**src/rtl/macc_operand_scheduler_pkg.sv**
```systemverilog
// Shared definitions for the MACC operand scheduler.
// Tokens are 32 bits wide: value in [31:16] and remaining lifetime in [15:0].
// This file holds the field widths and positions, the scheduler FSM state
// enum and a saturating increment helper for the expiry counter.
package neural_pkg;

    localparam int TOK_W     = 32;
    localparam int VAL_W_DEF = 16;
    localparam int LT_W_DEF  = 16;
    localparam int VAL_LSB   = 16;
    localparam int LT_LSB    = 0;
    localparam int CNT_W     = 16;

    typedef enum logic [1:0] {
        ST_IDLE   = 2'd0,
        ST_ISSUE  = 2'd1,
        ST_RECIRC = 2'd2
    } sched_state_e;

    // Sticks at all-ones instead of wrapping back to zero.
    function automatic logic [CNT_W-1:0] sat_inc(input logic [CNT_W-1:0] v);
        return (&v) ? v : v + CNT_W'(1);
    endfunction

endpackage

```
**src/rtl/macc_operand_scheduler_if.sv**
```systemverilog
// Bus bundle between the MACC operand scheduler and its environment
// (controller, input_fifo, work_fifo).
//   op_req/op_ack/op_value : operand request handshake with the controller
//   in_*                   : input_fifo show-ahead head and pop
//   wk_*                   : work_fifo show-ahead head and pop
//   rc_*                   : recirculation push back into work_fifo
// slave  = scheduler side, master = environment side.
interface macc_operand_scheduler_if
    import neural_pkg::*;
#(
    parameter int VAL_W = VAL_W_DEF
);
    logic             op_req;
    logic             op_ack;
    logic [VAL_W-1:0] op_value;
    logic             in_empty;
    logic [TOK_W-1:0] in_data;
    logic             in_pop;
    logic             wk_empty;
    logic [TOK_W-1:0] wk_data;
    logic             wk_pop;
    logic             rc_full;
    logic             rc_push;
    logic [TOK_W-1:0] rc_data;

    modport slave (
        input  op_req, in_empty, in_data, wk_empty, wk_data, rc_full,
        output op_ack, op_value, in_pop, wk_pop, rc_push, rc_data
    );

    modport master (
        output op_req, in_empty, in_data, wk_empty, wk_data, rc_full,
        input  op_ack, op_value, in_pop, wk_pop, rc_push, rc_data
    );
endinterface

```
**src/rtl/macc_operand_scheduler_rr_pick2.sv**
```systemverilog
// Two-way round-robin picker.
//   clk, reset : clock and async active-low reset
//   req[1:0]   : requesters (0 = input_fifo, 1 = work_fifo)
//   adv        : the current grant was taken this cycle
//   grant[1:0] : one-hot grant (combinational)
// The pointer only moves when both requesters competed, so a lone
// requester never steals the other side's turn.
module rr_pick2 (
    input  logic       clk,
    input  logic       reset,
    input  logic [1:0] req,
    input  logic       adv,
    output logic [1:0] grant
);
    logic ptr_q, ptr_d;   // 0: requester 0 has priority, 1: requester 1

    always_comb begin
        grant = req;
        if (req == 2'b11) grant = ptr_q ? 2'b10 : 2'b01;
    end

    assign ptr_d = (adv && req == 2'b11) ? ~ptr_q : ptr_q;

    always_ff @(posedge clk or negedge reset) begin
        if (!reset) ptr_q <= 1'b0;
        else        ptr_q <= ptr_d;
    end
endmodule

```
**src/rtl/macc_operand_scheduler.sv**
```systemverilog
// MACC operand scheduler: pulls tokens from input_fifo / work_fifo, hands
// the value to the controller, and pushes live tokens back into work_fifo
// with their lifetime decremented. Lifetime-0 tokens are dropped and
// counted.
//   clk, reset  : clock and async active-low reset
//   bus         : scheduler side of macc_operand_scheduler_if
//   busy        : state is not IDLE
//   expired_cnt : saturating count of discarded lifetime-0 tokens
// Flow: IDLE (pop + capture) -> ISSUE (op_ack or discard) -> RECIRC (push)
module macc_operand_scheduler
    import neural_pkg::*;
#(
    parameter int VAL_W = VAL_W_DEF,
    parameter int LT_W  = LT_W_DEF
) (
    input  logic                     clk,
    input  logic                     reset,
    macc_operand_scheduler_if.slave  bus,
    output logic                     busy,
    output logic [CNT_W-1:0]         expired_cnt
);
    sched_state_e     state_q, state_d;
    logic [TOK_W-1:0] tok_q, tok_d;
    logic [CNT_W-1:0] cnt_q, cnt_d;

    logic [1:0]       req, grant;
    logic             take;
    logic [VAL_W-1:0] val_q;
    logic [LT_W-1:0]  lt_q, lt_dec;
    logic             lt_zero, lt_one;

    assign val_q   = tok_q[VAL_LSB +: VAL_W];
    assign lt_q    = tok_q[LT_LSB +: LT_W];
    assign lt_dec  = lt_q - LT_W'(1);   // only used when lt_q >= 2
    assign lt_zero = (lt_q == '0);
    assign lt_one  = (lt_q == LT_W'(1));

    assign req = {~bus.wk_empty, ~bus.in_empty};

    // reset is folded in so the pops stay low while reset is held, even if
    // the controller keeps op_req high.
    assign take = reset && (state_q == ST_IDLE) && bus.op_req && (|req);

    rr_pick2 u_rr (
        .clk   (clk),
        .reset (reset),
        .req   (req),
        .adv   (take),
        .grant (grant)
    );

    // State and datapath registers
    always_ff @(posedge clk or negedge reset) begin
        if (!reset) begin
            state_q <= ST_IDLE;
            tok_q   <= '0;
            cnt_q   <= '0;
        end else begin
            state_q <= state_d;
            tok_q   <= tok_d;
            cnt_q   <= cnt_d;
        end
    end

    // Next state
    always_comb begin
        state_d = state_q;
        unique case (state_q)
            ST_IDLE:   if (take) state_d = ST_ISSUE;
            ST_ISSUE:  state_d = (lt_zero || lt_one) ? ST_IDLE : ST_RECIRC;
            ST_RECIRC: if (!bus.rc_full) state_d = ST_IDLE;
            default:   state_d = ST_IDLE;
        endcase
    end

    // Capture and expiry count
    always_comb begin
        tok_d = tok_q;
        if (take) tok_d = grant[1] ? bus.wk_data : bus.in_data;
        cnt_d = cnt_q;
        if (state_q == ST_ISSUE && lt_zero) cnt_d = sat_inc(cnt_q);
    end

    // Outputs; everything here decodes from reset-cleared registers, so the
    // outputs drop to zero as soon as reset asserts.
    always_comb begin
        bus.op_ack   = (state_q == ST_ISSUE) && !lt_zero;
        bus.op_value = bus.op_ack ? val_q : '0;
        bus.in_pop   = take && grant[0];
        bus.wk_pop   = take && grant[1];
        bus.rc_push  = (state_q == ST_RECIRC) && !bus.rc_full;
        bus.rc_data  = '0;
        if (state_q == ST_RECIRC) begin
            bus.rc_data[VAL_LSB +: VAL_W] = val_q;
            bus.rc_data[LT_LSB +: LT_W]   = lt_dec;
        end
        busy         = (state_q != ST_IDLE);
        expired_cnt  = cnt_q;
    end
endmodule

```
**src/flat_wrapper.sv**
```systemverilog
// flat-port wrapper written by rule: the top's interface ports become plain ports
module macc_operand_scheduler_flat import neural_pkg::*;
#(
    parameter int VAL_W = VAL_W_DEF,
    parameter int LT_W  = LT_W_DEF
)
  (clk, reset, busy, expired_cnt, bus_op_req, bus_in_empty, bus_in_data, bus_wk_empty, bus_wk_data, bus_rc_full, bus_op_ack, bus_op_value, bus_in_pop, bus_wk_pop, bus_rc_push, bus_rc_data);
  macc_operand_scheduler_if #(.VAL_W(VAL_W)) bus_i ();
  input  logic clk;
  input  logic reset;
  output logic busy;
  output logic [CNT_W-1:0] expired_cnt;
  input wire logic [$bits(bus_i.op_req)-1:0] bus_op_req;
  input wire logic [$bits(bus_i.in_empty)-1:0] bus_in_empty;
  input wire logic [$bits(bus_i.in_data)-1:0] bus_in_data;
  input wire logic [$bits(bus_i.wk_empty)-1:0] bus_wk_empty;
  input wire logic [$bits(bus_i.wk_data)-1:0] bus_wk_data;
  input wire logic [$bits(bus_i.rc_full)-1:0] bus_rc_full;
  output wire logic [$bits(bus_i.op_ack)-1:0] bus_op_ack;
  output wire logic [$bits(bus_i.op_value)-1:0] bus_op_value;
  output wire logic [$bits(bus_i.in_pop)-1:0] bus_in_pop;
  output wire logic [$bits(bus_i.wk_pop)-1:0] bus_wk_pop;
  output wire logic [$bits(bus_i.rc_push)-1:0] bus_rc_push;
  output wire logic [$bits(bus_i.rc_data)-1:0] bus_rc_data;
  assign bus_i.op_req = bus_op_req;
  assign bus_i.in_empty = bus_in_empty;
  assign bus_i.in_data = bus_in_data;
  assign bus_i.wk_empty = bus_wk_empty;
  assign bus_i.wk_data = bus_wk_data;
  assign bus_i.rc_full = bus_rc_full;
  assign bus_op_ack = bus_i.op_ack;
  assign bus_op_value = bus_i.op_value;
  assign bus_in_pop = bus_i.in_pop;
  assign bus_wk_pop = bus_i.wk_pop;
  assign bus_rc_push = bus_i.rc_push;
  assign bus_rc_data = bus_i.rc_data;
  macc_operand_scheduler #(.VAL_W(VAL_W), .LT_W(LT_W)) u_core (.clk(clk), .reset(reset), .bus(bus_i), .busy(busy), .expired_cnt(expired_cnt));
endmodule
```
**config.mk**
```make
export PLATFORM = sky130hd
export DESIGN_NAME = macc_operand_scheduler_flat
export DESIGN_NICKNAME = d
export VERILOG_FILES = /design/src/rtl/macc_operand_scheduler_pkg.sv /design/src/rtl/macc_operand_scheduler_if.sv /design/src/rtl/macc_operand_scheduler_rr_pick2.sv /design/src/rtl/macc_operand_scheduler.sv /design/src/flat_wrapper.sv
export SDC_FILE = /design/constraint.sdc
export NUM_CORES = 1
export LEC_CHECK = 0
export ABC_AREA = 1
export ABC_CLOCK_PERIOD_IN_PS = 5350
export CAP_MARGIN = 20
export CORE_MARGIN = 4
export CORE_UTILIZATION = 47
export DETAILED_ROUTE_END_ITERATION = 10
export PLACE_DENSITY = 0.87
export RECOVER_POWER = 100
export SETUP_SLACK_MARGIN = 0.4
export SLEW_MARGIN = 10
export SYNTH_ARGS = -nofsm -noshare
export SYNTH_HDL_FRONTEND = slang
export SYNTH_SLANG_ARGS = --single-unit
```
**constraint.sdc**
```tcl
create_clock -name clk -period 5.35 [get_ports clk]
set_input_delay 1.3375 -clock clk [delete_from_list [all_inputs] [get_ports clk]]
set_output_delay 1.3375 -clock clk [all_outputs]
set_load 0.05 [all_outputs]
```
==> qor.csv, run 1 <==
stage,metric,value,unit
outcome,status,finished with violations,
outcome,violations,"max-capacitance violations, max-slew violations",
timing,setup_tns,0,ns
detailed_routing,wl_per_cell,14.5,um
die,dieArea,8410,um2
power,p_seq_frac,0.384,
power,power,1.35,mW
power,power_density,281,nW/um2
logic_synthesis,yosysWarnings,0,
power,power_frac_comb,0.402,
global_routing,grt_use_total,0.239,
clock_network,cts_max_level,2,
power,power.switching,0.549,mW
final_layout,diodes,0,
global_routing,grt_pass1_vias,3680,
power,swShare,0.407,
global_routing,grt_max_degree,62,
timing,achievable-frequency,210,MHz
detailed_routing,routed_wl,10100,um
critical_path,r2r-start,u_core.state_q[0]$_DFFE_PN0P_,
die,core_area,6790,um2
placed_design,placed_cells,689,
critical_path,crit_start,bus_in_empty,
final_layout,area_growth,45.8,%
logic_synthesis,synthCells,470,
power,clkPwrFrac,0.215,
final_layout,finalNonFillerCells,697,
timing,rsz0062_at_grt,no,
clock_network,cts-resized-gates,0,
clock_network,root_buffer,clkbuf_8,
die,fp-row-count,30,
detailed_routing,ant_nets,0,
detailed_routing,drt_iter0_drc,182,
placed_design,place_hpwl,7680,um
clock_network,cts.sinks,51,
clock_network,cts_tree,done,
timing,maxSlewViolCount,114,
final_layout,nets,673,
clock_network,ctsHoldBuffers,0,
timing,fin_skew,0.00571,ns
critical_path,path_max_fanout,8,
clock_network,post_cts_buffers,0,
critical_path,end_kind,output port,
min_path,hold_class,flop to flop,
clock_network,clock_latency,0.31,ns
timing,finalCritPeriodShare,0.892,
timing,setup_viol,0,
power,p_leak,2.32,nW
clock_network,cts_max_path_buffers,2,
critical_path,cp.arrival,3.44,ns
global_routing,grt_overflow,0,
flow_run,maxCapViolations,2,
logic_synthesis,yosys.area.top_type_share,0.388,
logic_synthesis,ys_ff_latch,51,
critical_path,crit_required,4.01,ns
die,ios,139,
global_routing,antenna_found_initial,0,
die,dieHeight,91.7,um
critical_path,r2r-end,u_core.tok_q[25]$_DFFE_PN0P_,
timing,worstMarginPinSlew,2.72,ns
timing,maxSlewHeadroom,-0.812,
timing,period_needed,4.77,ns
critical_path,path_class,input pin to output port,
detailed_routing,dr.pass1.iters,5,
detailed_routing,num_vias,3601,
die,die_w,91.7,um
logic_synthesis,synth_nets,543,
detailed_routing,drc,0,
logic_synthesis,ys_types,29,
placed_design,gp_congestion,0.945,
logic_synthesis,avgSynthCellArea,7.01,um2
power,p_int,0.799,mW
power,max-vdd-ir-drop,0.000166,V
critical_path,reg2regPathDepth,5,
global_routing,grt_pass1_wl,16500,um
die,start_util,0.485,
timing,timing_hold_violations_final,0,
logic_synthesis,yosysTopAreaCell,dfrtp_1,
placed_design,io_buffers,138,
clock_network,cts_buffers,5,
critical_path,reg2reg_slack,2.51,ns
final_layout,drive_gt1_frac,0.0699,
detailed_routing,via_per_inst,5.17,
clock_network,clk_pin_slew,0.10,ns
logic_synthesis,synth.cell_area,3290,um2
logic_synthesis,netlist_top_cells_area,"dfrtp_1, nor2_1, nand2_1, o21ai_1, o22ai_1",
critical_path,endpoint,bus_in_pop,
logic_synthesis,ys_seq_area_frac,0.388,
critical_path,worstSetupStartpointType,input pin,
layer usage:
metal  global-route usage  up-vias  wire [um]
met5                    0        -          0
met4               0.0668        0        191
li1                     -     1762          -
met1                0.298     1674       4170
met2                0.407      147       4950
met3               0.0648       18        773
registers in the layout (all words and copies together) (netlist names):
signal              cells
u_core.tok_q           32
u_core.state_q          2
u_core.u_rr.ptr_q       1
u_core.expired_cnt     16
stage by stage:
stage	setup WS, ns	hold slack [ns]	utilization	instance area [um2]
floorplan	1.19	0.445	-	3290
global placement	0.888	0.476	0.694	4720
detailed placement	0.827	0.469	0.694	4720
CTS	0.826	0.490	0.712	4840
global route	0.445	0.502	0.707	4800
finish	0.577	0.493	0.707	4800
cell usage after synthesis:
cell	count
a21oi_1	8
and2_1	1
buf_12	1
buf_2	7
buf_6	1
clkbuf_1	8
dfrtp_1	51
ha_1	3
inv_1	40
inv_2	8
nand2_1	97
nand2_2	10
nand2_4	3
nand3_1	14
nand3_2	2
nand4_1	7
nand4_2	1
nor2_1	108
nor2_2	7
nor2_4	4
nor2_8	2
nor3_1	4
o21a_1	1
o21ai_0	5
o21ai_1	38
o21bai_1	1
o22ai_1	27
xnor2_1	5
xor2_1	6
cell usage in the layout, fill, tap and decap left out, types with 8 or more instances in the layout:
cell / synthesis / routed
inv_1: 40 / 41
a21oi_1: 8 / 8
nand2_2: 10 / 9
nand4_1: 7 / 8
dfrtp_1: 51 / 51
clkdlybuf4s50_1: 0 / 67
nand2_1: 97 / 98
o22ai_1: 27 / 27
nor2_1: 108 / 110
nand3_1: 14 / 14
dlygate4sd3_1: 0 / 69
o21ai_0: 5 / 36
cell families (layout without fill, tap and decap cells):
group	count (synthesis)	count (layout)	synth area share
adder cells (fa/ha/maj)	3	3	0.0114
buffers and inverters	65	196	0.0840
AO/OA/AOI/OAI	80	80	0.133
flip-flops	51	51	0.388
XOR/XNOR	11	11	0.0293
AND/OR/NAND/NOR	260	260	0.354
power by group through the flow:
stage               Clock [mW]  Combinational, mW  Sequential [mW]
floorplan                    0              0.376            0.506
global placement             0              0.553            0.519
detailed placement           0              0.564            0.522
CTS                      0.290              0.567            0.514
global route             0.309              0.586            0.524
finish                   0.289              0.541            0.517
how the worst min path moves through the flow:
stage	start	endpoint	slack, ns	depth (start not counted)
final	u_core.u_rr.ptr_q$_DFFE_PN0P_	u_core.u_rr.ptr_q$_DFFE_PN0P_	0.49	1
after global routing	u_core.u_rr.ptr_q$_DFFE_PN0P_	u_core.u_rr.ptr_q$_DFFE_PN0P_	0.50	1
after CTS	u_core.u_rr.ptr_q$_DFFE_PN0P_	u_core.u_rr.ptr_q$_DFFE_PN0P_	0.49	1
after detailed placement	u_core.u_rr.ptr_q$_DFFE_PN0P_	u_core.u_rr.ptr_q$_DFFE_PN0P_	0.47	1
after global placement	u_core.u_rr.ptr_q$_DFFE_PN0P_	u_core.u_rr.ptr_q$_DFFE_PN0P_	0.48	1
after floorplan	u_core.u_rr.ptr_q$_DFFE_PN0P_	u_core.u_rr.ptr_q$_DFFE_PN0P_	0.45	1
area by class of cell:
type                            instances  area, um2
Multi-Input combinational cell        354       1710
Inverter                               48        180
Fill cell                             544       1990
Timing Repair Buffer                  140       1400
Clock inverter                          2       38.8
Tap cell                               96        120
Clock buffer                            6       82.6
Sequential cell                        51       1280
worst max-delay path: stages:
cell	delay, ns
dlygate4sd3_1	0.59
nand2_1	0.09
nand4_1	0.26
nor3_1	0.24
dlygate4sd3_1	0.90
(Power assumes the default switching activity.)
==> inputs of run 2 (changes only) <==
--- a/config.mk
+++ b/config.mk
@@ -12,7 +12,7 @@
 export CORE_UTILIZATION = 47
 export DETAILED_ROUTE_END_ITERATION = 10
 export PLACE_DENSITY = 0.87
-export RECOVER_POWER = 100
+export RECOVER_POWER = 50
 export SETUP_SLACK_MARGIN = 0.4
 export SLEW_MARGIN = 10
 export SYNTH_ARGS = -nofsm -noshare
==> run 2 against run 1 <==
  * The run still ends with max-capacitance violations, max-slew violations left
  * Routed wire length up 0.12%
  * Highest routed layer unchanged
  * Maximum frequency up 3.6%
  * First-iteration DRC count up 1.6%
  * Count of clock-buffer cells in the layout unchanged
  * Hold slack about the same
  * Setup slack better by 0.17 ns
  * Via count down 0.69%
  * Sequential share of layout area unchanged
  * Combinational power up 4%
  * Sequential power about the same
  * Critical endpoint unchanged
==> qor.csv, run 2 (synthesis gave the netlist of run 1 again) <==
stage,metric,value,unit
global_routing,antenna_found_initial,0,
timing,timing_hold_violations_final,0,
timing,setup_viol,0,
final_layout,drive_gt1_frac,0.0699,
detailed_routing,drc,0,
critical_path,crit_chain,clkdlybuf4s50_1 > nand2_1 > nand4_1 > nor3_1 > clkdlybuf4s50_1,
clock_network,clk_pin_slew,0.10,ns
global_routing,grt_pass1_wl,16500,um
final_layout,area_growth,45.8,%
critical_path,crit_buf_inv,2,
global_routing,grt_max_degree,62,
die,start_util,0.485,
final_layout,regMostFlops,u_core.tok_q,
final_layout,nets,673,
clock_network,ctsHoldBuffers,0,
detailed_routing,ant_nets,0,
detailed_routing,drt_iter0_drc,185,
clock_network,cts_max_level,2,
critical_path,cpPeakStageDelay,0.84,ns
detailed_routing,routed_wl,10100,um
flow_run,maxCapViolations,2,
timing,worstMarginPinSlew,2.72,ns
detailed_routing,num_vias,3576,
clock_network,cts_tree,done,
die,dieHeight,91.7,um
critical_path,path_max_fanout,8,
die,fp-row-count,30,
final_layout,largest_register_ffs,32,
placed_design,io_buffers,138,
placed_design,pre_cts_slack,0.827,ns
die,dieArea,8410,um2
final_layout,layout_common_cells,"clkdlybuf4s50_1, nor2_1, nand2_1, dfrtp_1, inv_1",
outcome,status,finished with violations,
final_layout,layout_commonest_cell,clkdlybuf4s50_1,
timing,maxSlewHeadroom,-0.810,
timing,rsz0062_at_grt,no,
critical_path,worstSetupStartpointType,input pin,
global_routing,grt_pass1_vias,3680,
timing,period_needed,4.61,ns
clock_network,cts_buffers,5,
die,die_w,91.7,um
clock_network,cts.sinks,51,
placed_design,gp_congestion,0.945,
die,core_area,6790,um2
power,power,1.37,mW
critical_path,path_delay_family,buffers and inverters,
clock_network,cts_max_path_buffers,2,
placed_design,place_area,4720,um2
power,power_density,285,nW/um2
global_routing,grt_use_total,0.239,
power,p_leak,2.15,nW
final_layout,fill_cells,544,
critical_path,cpMostUsedCell,clkdlybuf4s50_1,
timing,setup_ws,0.745,ns
timing,finalCritPeriodShare,0.861,
detailed_routing,wl_per_cell,14.5,um
detailed_routing,via_per_inst,5.13,
placed_design,placed_cells,689,
critical_path,cp.arrival,3.27,ns
timing,fin_skew,0.00581,ns
detailed_routing,dr.pass1.iters,4,
min_path,hold_class,flop to flop,
clock_network,post_cts_buffers,0,
timing,setup_tns,0,ns
clock_network,cts-resized-gates,0,
final_layout,diodes,0,
timing,achievable-frequency,217,MHz
outcome,violations,"max-capacitance violations, max-slew violations",
power,max-vdd-ir-drop,0.000168,V
final_layout,finalNonFillerCells,697,
critical_path,end_kind,output port,
placed_design,place_hpwl,7680,um
timing,maxSlewViolCount,114,
critical_path,path_class,input pin to output port,
die,ios,139,
critical_path,crit_required,4.01,ns
global_routing,grt_overflow,0,
final_layout,design_area,4800,um2
clock_network,clock_latency,0.31,ns
critical_path,crit_path_top_delay_cell,clkdlybuf4s50_1,
clock_network,root_buffer,clkbuf_8,
[run 2: path summary, 6_finish.rpt]
kind                            depth (start not counted)                             to  slack, ns                           from
worst max-delay path                                    5                     bus_in_pop       0.74                   bus_in_empty
worst min-delay path                                    1  u_core.u_rr.ptr_q$_DFFE_PN0P_       0.49  u_core.u_rr.ptr_q$_DFFE_PN0P_
worst max register to register                          5    u_core.tok_q[0]$_DFFE_PN0P_       2.60  u_core.state_q[0]$_DFFE_PN0P_
worst min register to register                          1  u_core.u_rr.ptr_q$_DFFE_PN0P_       0.49  u_core.u_rr.ptr_q$_DFFE_PN0P_
max in group asynchronous                               2    u_core.tok_q[5]$_DFFE_PN0P_       1.68                          reset
min in group asynchronous                               2    u_core.tok_q[9]$_DFFE_PN0P_       2.12                          reset
[run 2: final cells by class]
type	count	area [um2]	share of cell area
timing repair buffer	140	1400	0.291
tap	96	120	0.0250
sequential	51	1280	0.266
multi-input combinational	354	1710	0.356
clock inverter	2	38.8	0.00808
inverter	48	180	0.0375
clock buffer	6	82.6	0.0172
[run 2: stage by stage]
step | util | hold slack, ns
5_1_grt | 0.707 | 0.502
4_1_cts | 0.712 | 0.490
3_5_place_dp | 0.694 | 0.469
6_report | 0.707 | 0.493
3_3_place_gp | 0.694 | 0.476
2_1_floorplan | - | 0.445
[run 2: worst register-to-register path, delay by kind of cell (launching register included)]
kind                   cells  cell delay, ns
AO/OA/AOI/OAI              2            0.43
buffers and inverters      1            1.24
flip-flops                 1            0.43
AND/OR/NAND/NOR            2            0.55
[run 2: per-layer routing]
layer  wire length [um]  GRT usage  vias to the layer above  share of wire
met5                  0          0                        -              0
met4                191     0.0668                        0          0.019
met3                755     0.0648                       18          0.075
met2               4890      0.407                      144           0.48
met1               4260      0.298                     1649           0.42
li1                   -          -                     1765              -
[run 2: power by group]
group / internal (mW) / total [mW] / switching [mW] / leakage (nW)
combinational: 0.199 / 0.561 / 0.362 / 1.44
clock: 0.154 / 0.288 / 0.134 / 0.0618
sequential: 0.459 / 0.517 / 0.0579 / 0.654
